<file path="config.mk">
export PLATFORM = sky130hd
export DESIGN_NAME = mult_sched_flat
export DESIGN_NICKNAME = d
export VERILOG_FILES = /design/src/rtl/mult_sched_if.sv /design/src/rtl/mult_sched.sv /design/src/flat_wrapper.sv
export SDC_FILE = /design/constraint.sdc
export NUM_CORES = 1
export LEC_CHECK = 0
export BUFFER_PORTS_ARGS = -buffer_cell sky130_fd_sc_hd__buf_2
export CAP_MARGIN = 20
export CORE_MARGIN = 3
export CORE_UTILIZATION = 30
export DETAILED_ROUTE_END_ITERATION = 7
export PLACE_DENSITY_LB_ADDON = 0.2
export SLEW_MARGIN = 20
export SYNTH_ARGS = -nofsm -noshare
export SYNTH_HDL_FRONTEND = slang
export SYNTH_SLANG_ARGS = --single-unit
</file>
<file path="constraint.sdc">
create_clock -name clk -period 2.2 [get_ports clk]
set_input_delay 0.11 -clock clk [delete_from_list [all_inputs] [get_ports clk]]
set_output_delay 0.11 -clock clk [all_outputs]
set_load 0.02 [all_outputs]
</file>
<file path="src/rtl/mult_sched_if.sv">
// mult_sched_if
//   Bundles the requester-side and multiplier-core-side signals of the
//   shared-multiplier scheduler.
//   master : the environment (requesting units and the multiplier core)
//   slave  : the scheduler itself
// Signals
//   req        requester -> sched   per-requester request level
//   a_in/b_in  requester -> sched   packed operands, requester k at [k*W +: W]
//   gnt        sched -> requester   one-hot grant, held for the whole service
//   res_valid  sched -> requester   one-hot, one-cycle result pulse
//   res_out    sched -> requester   2W-bit product, held until the next result
//   busy       sched -> requester   high while an operation is in progress
//   mul_load   sched -> core        one-cycle load/clear pulse
//   mul_a/b    sched -> core        latched operands
//   mul_p      core  -> sched       product from the core
interface mult_sched_if #(
  parameter int NREQ = 4,
  parameter int W    = 8
);
  logic [NREQ-1:0]   req;
  logic [NREQ*W-1:0] a_in;
  logic [NREQ*W-1:0] b_in;
  logic [NREQ-1:0]   gnt;
  logic [NREQ-1:0]   res_valid;
  logic [2*W-1:0]    res_out;
  logic              busy;
  logic              mul_load;
  logic [W-1:0]      mul_a;
  logic [W-1:0]      mul_b;
  logic [2*W-1:0]    mul_p;

  modport master (
    output req, a_in, b_in, mul_p,
    input  gnt, res_valid, res_out, busy, mul_load, mul_a, mul_b
  );

  modport slave (
    input  req, a_in, b_in, mul_p,
    output gnt, res_valid, res_out, busy, mul_load, mul_a, mul_b
  );
endinterface

</file>
<file path="src/rtl/mult_sched.sv">
// mult_sched
//   Round-robin scheduler sharing one sequential shift-add multiplier among
//   NREQ requesters. It picks the next pending requester at or after the
//   round-robin pointer, latches its operands, pulses the core's load input,
//   waits the fixed core latency and hands the product back with a one-cycle
//   valid pulse.
// Parameters
//   NREQ     number of requesters (2..8)
//   W        operand width
//   MUL_LAT  edges after the load edge at which mul_p is sampled
// Ports
//   clk      system clock, rising edge
//   reset    asynchronous, active-low reset
//   bus      mult_sched_if slave modport (requester and core signals)
// Build option
//   MULT_SCHED_ZERO_BYPASS_EN  when defined, a winner with a zero operand is
//   answered with 0 two cycles after the request, without using the core.
module mult_sched #(
  parameter int NREQ    = 4,
  parameter int W       = 8,
  parameter int MUL_LAT = 11
) (
  input  logic         clk,
  input  logic         reset,
  mult_sched_if.slave  bus
);

  localparam int PW = $clog2(NREQ);
  localparam int CW = $clog2(MUL_LAT + 1);
  localparam logic [CW-1:0] CNT_LAST = CW'(MUL_LAT - 1);

  typedef enum logic [1:0] {
    IDLE,
    LOAD,
    RUN
  } state_t;

  state_t          state, state_next;
  logic [PW-1:0]   ptr, ptr_next;
  logic [PW-1:0]   owner, owner_next;
  logic [CW-1:0]   cnt, cnt_next;
  logic [NREQ-1:0] gnt_next;
  logic [NREQ-1:0] res_valid_next;
  logic [2*W-1:0]  res_out_next;
  logic [W-1:0]    mul_a_next, mul_b_next;

  logic            found_hi, found_lo, win_found;
  logic [PW-1:0]   idx_hi, idx_lo, win_idx;
  logic [W-1:0]    win_a, win_b;

`ifdef MULT_SCHED_ZERO_BYPASS_EN
  logic            zero_q, zero_next;
`endif

  assign bus.busy     = (state != IDLE);
  assign bus.mul_load = (state == LOAD);

  // Round-robin pick: the lowest requesting index at or above ptr wins;
  // if none exists, the search wraps to the lowest requesting index overall.
  // Scanning downward lets the last hit be the lowest index.
  always_comb begin
    found_hi = 1'b0;
    found_lo = 1'b0;
    idx_hi   = '0;
    idx_lo   = '0;
    for (int k = NREQ - 1; k >= 0; k--) begin
      if (bus.req[k]) begin
        found_lo = 1'b1;
        idx_lo   = PW'(k);
        if (PW'(k) >= ptr) begin
          found_hi = 1'b1;
          idx_hi   = PW'(k);
        end
      end
    end
    win_found = found_hi | found_lo;
    win_idx   = found_hi ? idx_hi : idx_lo;
    win_a     = '0;
    win_b     = '0;
    for (int k = 0; k < NREQ; k++) begin
      if (PW'(k) == win_idx) begin
        win_a = bus.a_in[k*W +: W];
        win_b = bus.b_in[k*W +: W];
      end
    end
  end

  // Next-state and datapath update. The result cycle returns to IDLE, so a
  // waiting request is arbitrated in that same cycle with the advanced ptr.
  always_comb begin
    state_next     = state;
    ptr_next       = ptr;
    owner_next     = owner;
    cnt_next       = cnt;
    gnt_next       = bus.gnt;
    res_valid_next = '0;
    res_out_next   = bus.res_out;
    mul_a_next     = bus.mul_a;
    mul_b_next     = bus.mul_b;
`ifdef MULT_SCHED_ZERO_BYPASS_EN
    zero_next      = zero_q;
`endif

    case (state)
      IDLE: begin
        if (win_found) begin
          for (int k = 0; k < NREQ; k++) begin
            gnt_next[k] = (PW'(k) == win_idx);
          end
          owner_next = win_idx;
          mul_a_next = win_a;
          mul_b_next = win_b;
`ifdef MULT_SCHED_ZERO_BYPASS_EN
          // A zero operand jumps straight to the final RUN cycle so the
          // result appears one cycle after the grant without a core load.
          if ((win_a == '0) || (win_b == '0)) begin
            zero_next  = 1'b1;
            cnt_next   = CNT_LAST;
            state_next = RUN;
          end else begin
            zero_next  = 1'b0;
            state_next = LOAD;
          end
`else
          state_next = LOAD;
`endif
        end
      end

      LOAD: begin
        cnt_next   = '0;
        state_next = RUN;
      end

      RUN: begin
        if (cnt == CNT_LAST) begin
`ifdef MULT_SCHED_ZERO_BYPASS_EN
          res_out_next = zero_q ? '0 : bus.mul_p;
`else
          res_out_next = bus.mul_p;
`endif
          res_valid_next = bus.gnt;
          gnt_next       = '0;
          ptr_next       = (owner == PW'(NREQ - 1)) ? '0 : owner + 1'b1;
          state_next     = IDLE;
        end else begin
          cnt_next = cnt + 1'b1;
        end
      end

      default: begin
        state_next = IDLE;
      end
    endcase
  end

  // State and datapath registers; reset discards any operation in flight.
  always_ff @(posedge clk or negedge reset) begin
    if (!reset) begin
      state         <= IDLE;
      ptr           <= '0;
      owner         <= '0;
      cnt           <= '0;
      bus.gnt       <= '0;
      bus.res_valid <= '0;
      bus.res_out   <= '0;
      bus.mul_a     <= '0;
      bus.mul_b     <= '0;
`ifdef MULT_SCHED_ZERO_BYPASS_EN
      zero_q        <= 1'b0;
`endif
    end else begin
      state         <= state_next;
      ptr           <= ptr_next;
      owner         <= owner_next;
      cnt           <= cnt_next;
      bus.gnt       <= gnt_next;
      bus.res_valid <= res_valid_next;
      bus.res_out   <= res_out_next;
      bus.mul_a     <= mul_a_next;
      bus.mul_b     <= mul_b_next;
`ifdef MULT_SCHED_ZERO_BYPASS_EN
      zero_q        <= zero_next;
`endif
    end
  end

endmodule

</file>
<file path="src/flat_wrapper.sv">
// flat-port wrapper written by rule: the top's interface ports become plain ports
module mult_sched_flat 
#(
  parameter int NREQ    = 4,
  parameter int W       = 8,
  parameter int MUL_LAT = 11
)
  (clk, reset, bus_req, bus_a_in, bus_b_in, bus_mul_p, bus_gnt, bus_res_valid, bus_res_out, bus_busy, bus_mul_load, bus_mul_a, bus_mul_b);
  mult_sched_if #(.NREQ(NREQ), .W(W)) bus_i ();
  input  logic clk;
  input  logic reset;
  input wire logic [$bits(bus_i.req)-1:0] bus_req;
  input wire logic [$bits(bus_i.a_in)-1:0] bus_a_in;
  input wire logic [$bits(bus_i.b_in)-1:0] bus_b_in;
  input wire logic [$bits(bus_i.mul_p)-1:0] bus_mul_p;
  output wire logic [$bits(bus_i.gnt)-1:0] bus_gnt;
  output wire logic [$bits(bus_i.res_valid)-1:0] bus_res_valid;
  output wire logic [$bits(bus_i.res_out)-1:0] bus_res_out;
  output wire logic [$bits(bus_i.busy)-1:0] bus_busy;
  output wire logic [$bits(bus_i.mul_load)-1:0] bus_mul_load;
  output wire logic [$bits(bus_i.mul_a)-1:0] bus_mul_a;
  output wire logic [$bits(bus_i.mul_b)-1:0] bus_mul_b;
  assign bus_i.req = bus_req;
  assign bus_i.a_in = bus_a_in;
  assign bus_i.b_in = bus_b_in;
  assign bus_i.mul_p = bus_mul_p;
  assign bus_gnt = bus_i.gnt;
  assign bus_res_valid = bus_i.res_valid;
  assign bus_res_out = bus_i.res_out;
  assign bus_busy = bus_i.busy;
  assign bus_mul_load = bus_i.mul_load;
  assign bus_mul_a = bus_i.mul_a;
  assign bus_mul_b = bus_i.mul_b;
  mult_sched #(.NREQ(NREQ), .W(W), .MUL_LAT(MUL_LAT)) u_core (.clk(clk), .reset(reset), .bus(bus_i));
endmodule
</file>
---- After elaboration in Yosys (flattened, before gate mapping) ----
Cells that the tools add are included.
word-level totals
  input bits .............................. 86
  register bits after elaboration ......... 50
  output and inout bits ................... 42
operators by class
  bitwise logic cells ..................... 1
  $add $sub $neg .......................... 2
  muxes and demuxes ....................... 44
  reduce and logical (&&, ||, !) cells .... 10
  equality and inequality tests ........... 10
  magnitude comparators ................... 4
operators with widths
  kind                                                                    count
  8-bit 2-to-1 mux                                                        8
  2-bit 2-to-1 mux                                                        16
  4-bit 2-to-1 mux                                                        5
  4-bit one-hot mux with 2 select lines                                   2
  1-bit 2-to-1 mux                                                        12
  2-bit AND reduction                                                     4
  2-bit one-hot mux with 3 select lines                                   1
  2-bit nonzero test                                                      3
  4-bit by 1-bit adder with 4-bit output (second input constant)          1
  2-bit equality test (first input constant)                              2
  2-bit equality test (second input constant)                             2
  4-bit equality test (second input constant)                             1
  1-bit by 2-bit >= comparator with 1-bit output (first input constant)   2
  2-bit >= comparator (first input constant)                              2
  2-bit logical NOT                                                       2
  2-bit by 1-bit != test with 1-bit output (second input constant)        2
  3-bit AND reduction                                                     1
  2-bit by 1-bit adder with 2-bit output (second input constant)          1
  1-bit by 2-bit equality test with 1-bit output (first input constant)   1
  2-bit by 1-bit equality test with 1-bit output (second input constant)  1
  2-bit != test (second input constant)                                   1
  1-bit OR                                                                1

---- Longest topological paths before layout ----
Gate-level depths: netlist of the first run.
  depth after elaboration ................. 15
  mapped depth ............................ 7

---- Worst setup path before layout of the first run ----
No wires, ideal clock.
  kind .................................... register to register
  start point ............................. register u_core.state[1]
  end point ............................... register u_core.bus.mul_a[0]
  arrival ................................. 1.652 ns
  library setup time ...................... 0.123 ns
  cell stages (with the launch flop) ...... 7
  path slack .............................. 0.425 ns
  path buffers ............................ 1
  path through ............................ dfrtp_1 or2_1 a21o_4 nor4b_4 buf_4 nand3_1 o221a_2
on the way
  cells in the longest elaborated chain, start to end .. 2
RTL lines
  what                                  line                 source
  start, declared                       mult_sched.sv:38     state_t state, state_next;
  start signal, assigned                mult_sched.sv:173    state <= state_next;
  2-bit logical NOT                     mult_sched.sv:104    case (state)
  2-bit AND reduction (no source line)  -
  end signal, assigned                  mult_sched.sv:180    bus.mul_a <= mul_a_next;
  end, declared                         mult_sched_if.sv:39  output gnt, res_valid, res_out, busy, mul_load, mul_a, mul_b
Every way passes these cells.
A chain may end at the register's enable or synchronous reset.

---- Worst setup path after layout of the first run ----
  start point ............................. register u_core.state[1]
  end point ............................... register u_core.bus.mul_b[4]
on the way
  cells in the longest elaborated chain, start to end .. 2
RTL lines
  what                                  line                 source
  2-bit logical NOT                     mult_sched.sv:104
  2-bit AND reduction (no source line)  -
  end signal, assigned                  mult_sched.sv:181    bus.mul_b <= mul_b_next;
  end, declared                         mult_sched_if.sv:39
Every way passes these cells.

==> results of run 1 <==
## cell type report
cell class / count / area share [%]
clock inverters: 2 / 1.087
multi-input cells: 159 / 36.44
flip-flops and latches: 50 / 35.08
well taps: 105 / 3.683
clock buffers: 6 / 2.315
inverters: 6 / 0.6314
repair buffers: 139 / 20.76
## cells in the mapped netlist, types with 2 or more instances
cell type   n  share of area (%)
nor2b_1     4               0.94
o21ai_0    19                3.6
inv_1       5               0.71
clkbuf_1    4               0.56
mux2_2     17                7.2
buf_4       3               0.85
dfrtp_1    50                 47
o211ai_1    2               0.56
and2_1      4               0.94
buf_2       5               0.94
nor3_1      3               0.56
mux2i_1     4                1.5
buf_6       2               0.85
nor2_1      6               0.85
or2_1       2               0.47
a32o_1      4                1.5
a211o_1     2               0.66
o22ai_1     2               0.47
ha_1        3                1.4
nand3_1    29                5.5
mux2_4     14                7.9
nand2b_1    2               0.47
o221ai_1    2               0.66
nand2_1     8                1.1
a21o_1      2               0.56
a21oi_1     5               0.94
o221a_1     3                1.3
o221a_2    11                4.7
## how the worst max path moves through the flow
stage,depth (start not counted),to,slack (ns),start
global route,5,u_core.bus.mul_b[4]$_DFFE_PN0P_,0.21,u_core.state[1]$_DFFE_PN0P_
detailed placement,5,u_core.bus.mul_b[4]$_DFFE_PN0P_,0.31,u_core.state[1]$_DFFE_PN0P_
floorplan,6,u_core.bus.mul_a[0]$_DFFE_PN0P_,0.43,u_core.state[1]$_DFFE_PN0P_
finish,5,u_core.bus.mul_b[4]$_DFFE_PN0P_,0.30,u_core.state[1]$_DFFE_PN0P_
CTS,5,u_core.bus.mul_b[4]$_DFFE_PN0P_,0.30,u_core.state[1]$_DFFE_PN0P_
global placement,5,u_core.bus.mul_b[3]$_DFFE_PN0P_,0.37,u_core.state[1]$_DFFE_PN0P_
## power groups by stage
stage	clock [mW]	sequential [mW]	combinational, mW
2_1_floorplan	0	1.65	0.895
3_3_place_gp	0	1.42	1.67
3_5_place_dp	0	1.41	1.70
4_1_cts	0.717	1.40	1.70
5_1_grt	0.754	1.44	1.83
6_report	0.697	1.40	1.67
## cells by family after synthesis
family | after synthesis | share of synthesized area, %
AO/OA/AOI/OAI | 56 | 16.80
adder cells (fa/ha/maj) | 3 | 1.412
buffers and inverters | 20 | 4.047
flip-flops | 50 | 47.06
multiplexers | 36 | 17.04
AND/OR/NAND/NOR | 64 | 13.65
## registers in the layout, summed over array words and instances, names as in the netlist
name and cells:
u_core.ptr 2, u_core.state 2, u_core.bus.mul_a 8, u_core.bus.mul_b 8, u_core.bus.res_out 16, u_core.owner 2, u_core.cnt 4, u_core.bus.gnt 4
u_core.bus.res_valid 4
## routing by layer
layer | vias up | wire length (µm) | global-route usage (%) | share of wire [%]
li1 | 1120 | - | - | -
met1 | 1043 | 2859 | 16.94 | 42
met2 | 85 | 3305 | 23.29 | 49
met3 | 5 | 579 | 4.517 | 8.5
met4 | 0 | 57 | 3.109 | 0.84
met5 | - | 0 | 0 | 0
## repair_timing
action                                 CTS  global route
endpoints found under the hold margin   24             0
hold buffers                             1             0
setup buffers                            0             0
## through the flow
stage | setup WS (ns) | area [µm²] | std cells | utilization [%] | hold WS [ns]
after floorplan | 0.4250 | 2659 | 229 | - | -0.1856
after CTS | 0.3014 | 3567 | 467 | 42.35 | 0.01557
after global routing | 0.2086 | 3567 | 467 | 42.35 | 0.02078
after global placement | 0.3745 | 3436 | 458 | 40.79 | 0.1605
after detailed placement | 0.3059 | 3436 | 458 | 40.79 | 0.1573
final | 0.2998 | 3567 | 467 | 42.35 | 0.02571
==> out/metrics.cfg, run 1 <==
[sta]
fmax_mhz = 526.3
fin_crit_ns = 1.900
setup_viol = 0
skew_ns = 0.01058
fin_setup_tns_ns = 0
slew_headroom_pct = 60.79
worst_pin_slew_ns = 0.5882
finalHoldViolations = 0
post-route-period-util_pct = 86.37
slew_viol_final = 0
rsz0062_at_grt = no

[route]
ant_nets = 0
wl_per_cell_um = 14.57
via_per_inst = 4.824
route.detailed.drc = 0
vias = 2253
drtPass1Iterations = 4
first_iter_violations = 67
drt_wl_total_mm = 6.802

[synthesis]
yosys_warnings = 0
synth_nets = 318
syn-mean-instance-area_um2 = 11.61
synthCells = 229
synthArstFlopShare_pct = 100.0
syn_area_mm2 = 0.002659
ys_seq_area_share_pct = 47.06
ys_ff_latch = 50
synthDistinctLibCells = 40
synth_edf_count = 0
ys.flop_type = dfrtp_1

[clock_network]
path_clk_slew_ns = 0.10
cts.sinks = 50
cts_max_level = 2
clk_latency_ns = 0.31
ctsResizeCount = 0
clock_path_buffers = 2
root_buffer = clkbuf_8
cts_buffers = 5
cts_tree = built

[final_layout]
final_common_cell = buf_2
layout-drive-gt1-share_pct = 54.42
area_growth_pct = 34.16
seq_area_mm2 = 0.001251
multi_input_area_mm2 = 0.001300
fillers = 818
final_cell_mix = buf_2 (127), dfrtp_1 (50), nand3_1 (29)
diodes = 0
nNetsFinal = 450

[critical_path]
cp-end-kind = flop
reg2reg_slack_ns = 0.30
cpPeakStageDelay_ns = 0.45
critical_path_class = reg -> reg
r2r_end = u_core.bus.mul_b[4]$_DFFE_PN0P_
rr_worst_depth = 5
timing.rr.start = u_core.state[1]$_DFFE_PN0P_
path_delay_family = simple AND/OR/NAND/NOR gates
cp_num_buf_inv = 1
path_max_fanout = 16
critPathArrivalTime_ns = 2.10
cp_cell_sequence = or2_1 > a21o_4 > inv_1 > nand2_2 > o221a_2
start_kind = flop
required_ns = 2.40
crit_slowest_cell = dfrtp_1

[outcome]
status = finished clean

[global_routing]
grt_pass1_vias = 2292
grt_pass1_wl_mm = 10.92
antenna_found_initial = 0
grt_usage_pct = 13.71
grt-ovfl-total = 0
grt_max_degree = 27

[pwr]
total_power_mw = 3.762
p_leak_nw = 1.796
power_density_mw_per_mm2 = 1055
intPower_mw = 2.298
p_seq_share_pct = 37.2
p_switching_mw = 1.465
pwr-share-comb_pct = 44.3
ir_drop_mv = 0.4085
switching_share_pct = 38.93
pwr-share-clk_pct = 18.5

[floorplan]
start_util_pct = 31.57
die_h_um = 100.1
die_w_um = 100.1
io_pins = 128
std_cell_rows = 33
die_area_mm2 = 0.01003
core-area_mm2 = 0.008423

[hold_path]
hold_end = u_core.bus.res_out[3]$_DFFE_PN0P_
holdCritPathClass = in -> reg
hold_path_depth = 2
hp-start = bus_mul_p[3]

[placement]
finalWeightedCongestion = 0.7704
port-buffer-count = 127
place_hpwl_mm = 5.302

[flow_run]
drv_cap = 0

No activity file was read; power rests on OpenSTA's default activity.
==> run 2, diff against run 1 <==
--- a/config.mk
+++ b/config.mk
@@ -5,11 +5,11 @@
 export SDC_FILE = /design/constraint.sdc
 export NUM_CORES = 1
 export LEC_CHECK = 0
-export BUFFER_PORTS_ARGS = -buffer_cell sky130_fd_sc_hd__buf_2
 export CAP_MARGIN = 20
 export CORE_MARGIN = 3
 export CORE_UTILIZATION = 30
 export DETAILED_ROUTE_END_ITERATION = 7
+export DONT_BUFFER_PORTS = 1
 export PLACE_DENSITY_LB_ADDON = 0.2
 export SLEW_MARGIN = 20
 export SYNTH_ARGS = -nofsm -noshare
==> run 2 against run 1 <==
Compared with the run above:
- maximum frequency rose by 6.5%
- global-route usage fell by 0.64 points
- die area did not move
- via count fell by 16%
- worst hold slack improved by 0.024 ns
- first-iteration DRC count fell by 31%
==> out/metrics.cfg, run 2 (same netlist as run 1, synthesis figures left out) <==
[sta]
skew_ns = 0.008373  ; was 0.01058 ns
rsz0062_at_grt = no  ; unchanged
slew_viol_final = 0  ; unchanged
post-route-period-util_pct = 81.13  ; was 86.37%
fin_crit_ns = 1.785  ; was 1.900 ns
setup_viol = 0  ; unchanged
worst_pin_slew_ns = 0.4996  ; was 0.5882 ns
fin_setup_tns_ns = 0  ; unchanged
finalHoldViolations = 0  ; unchanged
slew_headroom_pct = 66.63  ; was 60.79%
fmax_mhz = 560.3  ; was 526.3 MHz

[critical_path]
critPathArrivalTime_ns = 1.99  ; was 2.10 ns
critical_path_class = reg -> reg  ; unchanged
rr_worst_depth = 5  ; unchanged
setup.worst_path.start = u_core.ptr[0]$_DFFE_PN0P_  ; was u_core.state[1]$_DFFE_PN0P_
cp-end-kind = flop  ; unchanged
start_kind = flop  ; unchanged
required_ns = 2.40  ; about the same
reg2reg_slack_ns = 0.42  ; was 0.30 ns
timing.rr.start = u_core.ptr[0]$_DFFE_PN0P_  ; was u_core.state[1]$_DFFE_PN0P_
endpoint = u_core.bus.mul_b[4]$_DFFE_PN0P_  ; unchanged
path_max_fanout = 16  ; unchanged
r2r_end = u_core.bus.mul_b[4]$_DFFE_PN0P_  ; unchanged

[final_layout]
final_common_cell = dfrtp_1  ; was buf_2
fin_util_pct = 37.28  ; was 42.35%
regMostFlops = u_core.bus.res_out  ; unchanged
reg_top3 = u_core.bus.res_out: 16 flops, u_core.bus.mul_a: 8 flops, u_core.bus.mul_b: 8 flops  ; unchanged
largest_reg_flops = 16  ; unchanged
layout-drive-gt1-share_pct = 28.17  ; was 54.42%
final_cell_mix = dfrtp_1 (50), nand3_1 (29), o21ai_0 (19)  ; was buf_2 (127), dfrtp_1 (50), nand3_1 (29)
nNetsFinal = 340  ; was 450
diodes = 0  ; unchanged
area_growth_pct = 18.12  ; was 34.16%
fillers = 855  ; was 818

[route]
first_iter_violations = 46  ; was 67
vias = 1884  ; was 2253
highest_layer = met4  ; unchanged
drt_wl_total_mm = 6.512  ; was 6.802 mm
via_per_inst = 5.277  ; was 4.824
route.detailed.drc = 0  ; unchanged
drtPass1Iterations = 4  ; unchanged
ant_nets = 0  ; unchanged
wl_per_cell_um = 18.24  ; was 14.57 µm
drt-met1-wl_mm = 2.707  ; was 2.859 mm
route.met3.wl_um = 656  ; was 579 µm
route.met2.wl_mm = 3.078  ; was 3.305 mm

[floorplan]
core-area_mm2 = 0.008423  ; unchanged
die_h_um = 100.1  ; unchanged
start_util_pct = 31.57  ; unchanged
std_cell_rows = 33  ; unchanged
io_pins = 128  ; unchanged
die_w_um = 100.1  ; unchanged
die_area_mm2 = 0.01003  ; unchanged

[global_routing]
grt_max_degree = 51  ; was 27
grt-ovfl-total = 0  ; unchanged
grt_pass1_wl_mm = 10.27  ; was 10.92 mm
grt_usage_pct = 13.07  ; was 13.71%
grt_pass1_vias = 1963  ; was 2292
antenna_found_initial = 0  ; unchanged

[clock_network]
cts.sinks = 50  ; unchanged
path_clk_slew_ns = 0.09  ; was 0.10 ns
ctsResizeCount = 0  ; unchanged
cts_tree = built  ; unchanged
cts_max_level = 2  ; unchanged
root_buffer = clkbuf_8  ; unchanged
clock_path_buffers = 2  ; unchanged
clk_latency_ns = 0.30  ; was 0.31 ns
cts_buffers = 5  ; unchanged

[flow_run]
drv_cap = 0  ; unchanged

[placement]
port-buffer-count = 0  ; was 127
place_hpwl_mm = 4.649  ; was 5.302 mm
finalWeightedCongestion = 0.7373  ; was 0.7704

[outcome]
status = finished clean  ; unchanged

[hold_path]
holdCritPathClass = in -> reg  ; unchanged

[pwr]
power_density_mw_per_mm2 = 1165  ; was 1055 mW/mm²
p_leak_nw = 1.351  ; was 1.796 nW
ir_drop_mv = 0.2980  ; was 0.4085 mV

[run 2: cell count changes in the layout (fill, tap and decap cells not counted), sizes merged]
cell / delta
buf: -126
dlygate4sd3: +16
bufinv: +1
inv: -1
[run 2: critical path: stages, from the launching register on]
cell and delay [ns]:
dfrtp_1 0.41, nand2b_1 0.19, a21oi_1 0.33, a211o_1 0.21, nand2_2 0.22, o221a_2 0.31
[run 2: timing repair]
item / 4_1_cts / 5_1_grt
hold buffers: 18 / 0
setup buffers: 0 / 0
setup endpoints to repair: 0 / 0
endpoints found under the hold margin: 66 / 0
[run 2: layout make-up]
cell class | count | area [µm²] | share of cell area (%)
Inverter | 6 | 22.52 | 0.7171
Multi-Input combinational cell | 159 | 1300 | 41.39
Sequential cell | 50 | 1251 | 39.84
Tap cell | 105 | 131.4 | 4.183
Clock buffer | 6 | 82.58 | 2.629
Timing Repair Buffer | 29 | 292.8 | 9.323
Clock inverter | 2 | 60.06 | 1.912
[run 2: report_power, final]
part	internal (mW)	total, mW	switching (mW)
registers	1.20	1.73	0.525
logic	0.569	1.14	0.568
clock network	0.485	0.796	0.311
total	2.25	3.66	1.40
[run 2: worst min path at each step]
stage | slack, ns | to | cells past startpoint | startpoint
after floorplan | -0.19 | u_core.bus.gnt[0]$_DFFE_PN0P_ | 0 | reset
after global placement | -0.18 | u_core.cnt[3]$_DFFE_PN0P_ | 0 | reset
after detailed placement | -0.18 | u_core.cnt[3]$_DFFE_PN0P_ | 0 | reset
after CTS | 0.04 | u_core.bus.mul_b[1]$_DFFE_PN0P_ | 2 | bus_b_in[1]
after global routing | 0.06 | u_core.bus.mul_a[0]$_DFFE_PN0P_ | 3 | bus_a_in[24]
final | 0.05 | u_core.bus.mul_b[2]$_DFFE_PN0P_ | 2 | bus_b_in[2]
[run 2: layer usage]
layer,up-vias,global-route usage [%]
li1,897,-
met1,896,15.95
met2,85,21.25
met3,6,5.420
met4,0,3.627
met5,-,0
[run 2: per-stage QoR]
stage / setup WS [ns] / total power [mW] / hold slack [ns] / area (µm²) / std cells
floorplan: 0.4250 / 2.546 / -0.1856 / 2659 / 229
global placement: 0.4332 / 2.841 / -0.1838 / 2800 / 331
detailed placement: 0.4140 / 2.865 / -0.1839 / 2800 / 331
CTS: 0.3976 / 3.718 / 0.04255 / 3141 / 357
global route: 0.2461 / 3.898 / 0.05518 / 3141 / 357
finish: 0.4151 / 3.658 / 0.04972 / 3141 / 357
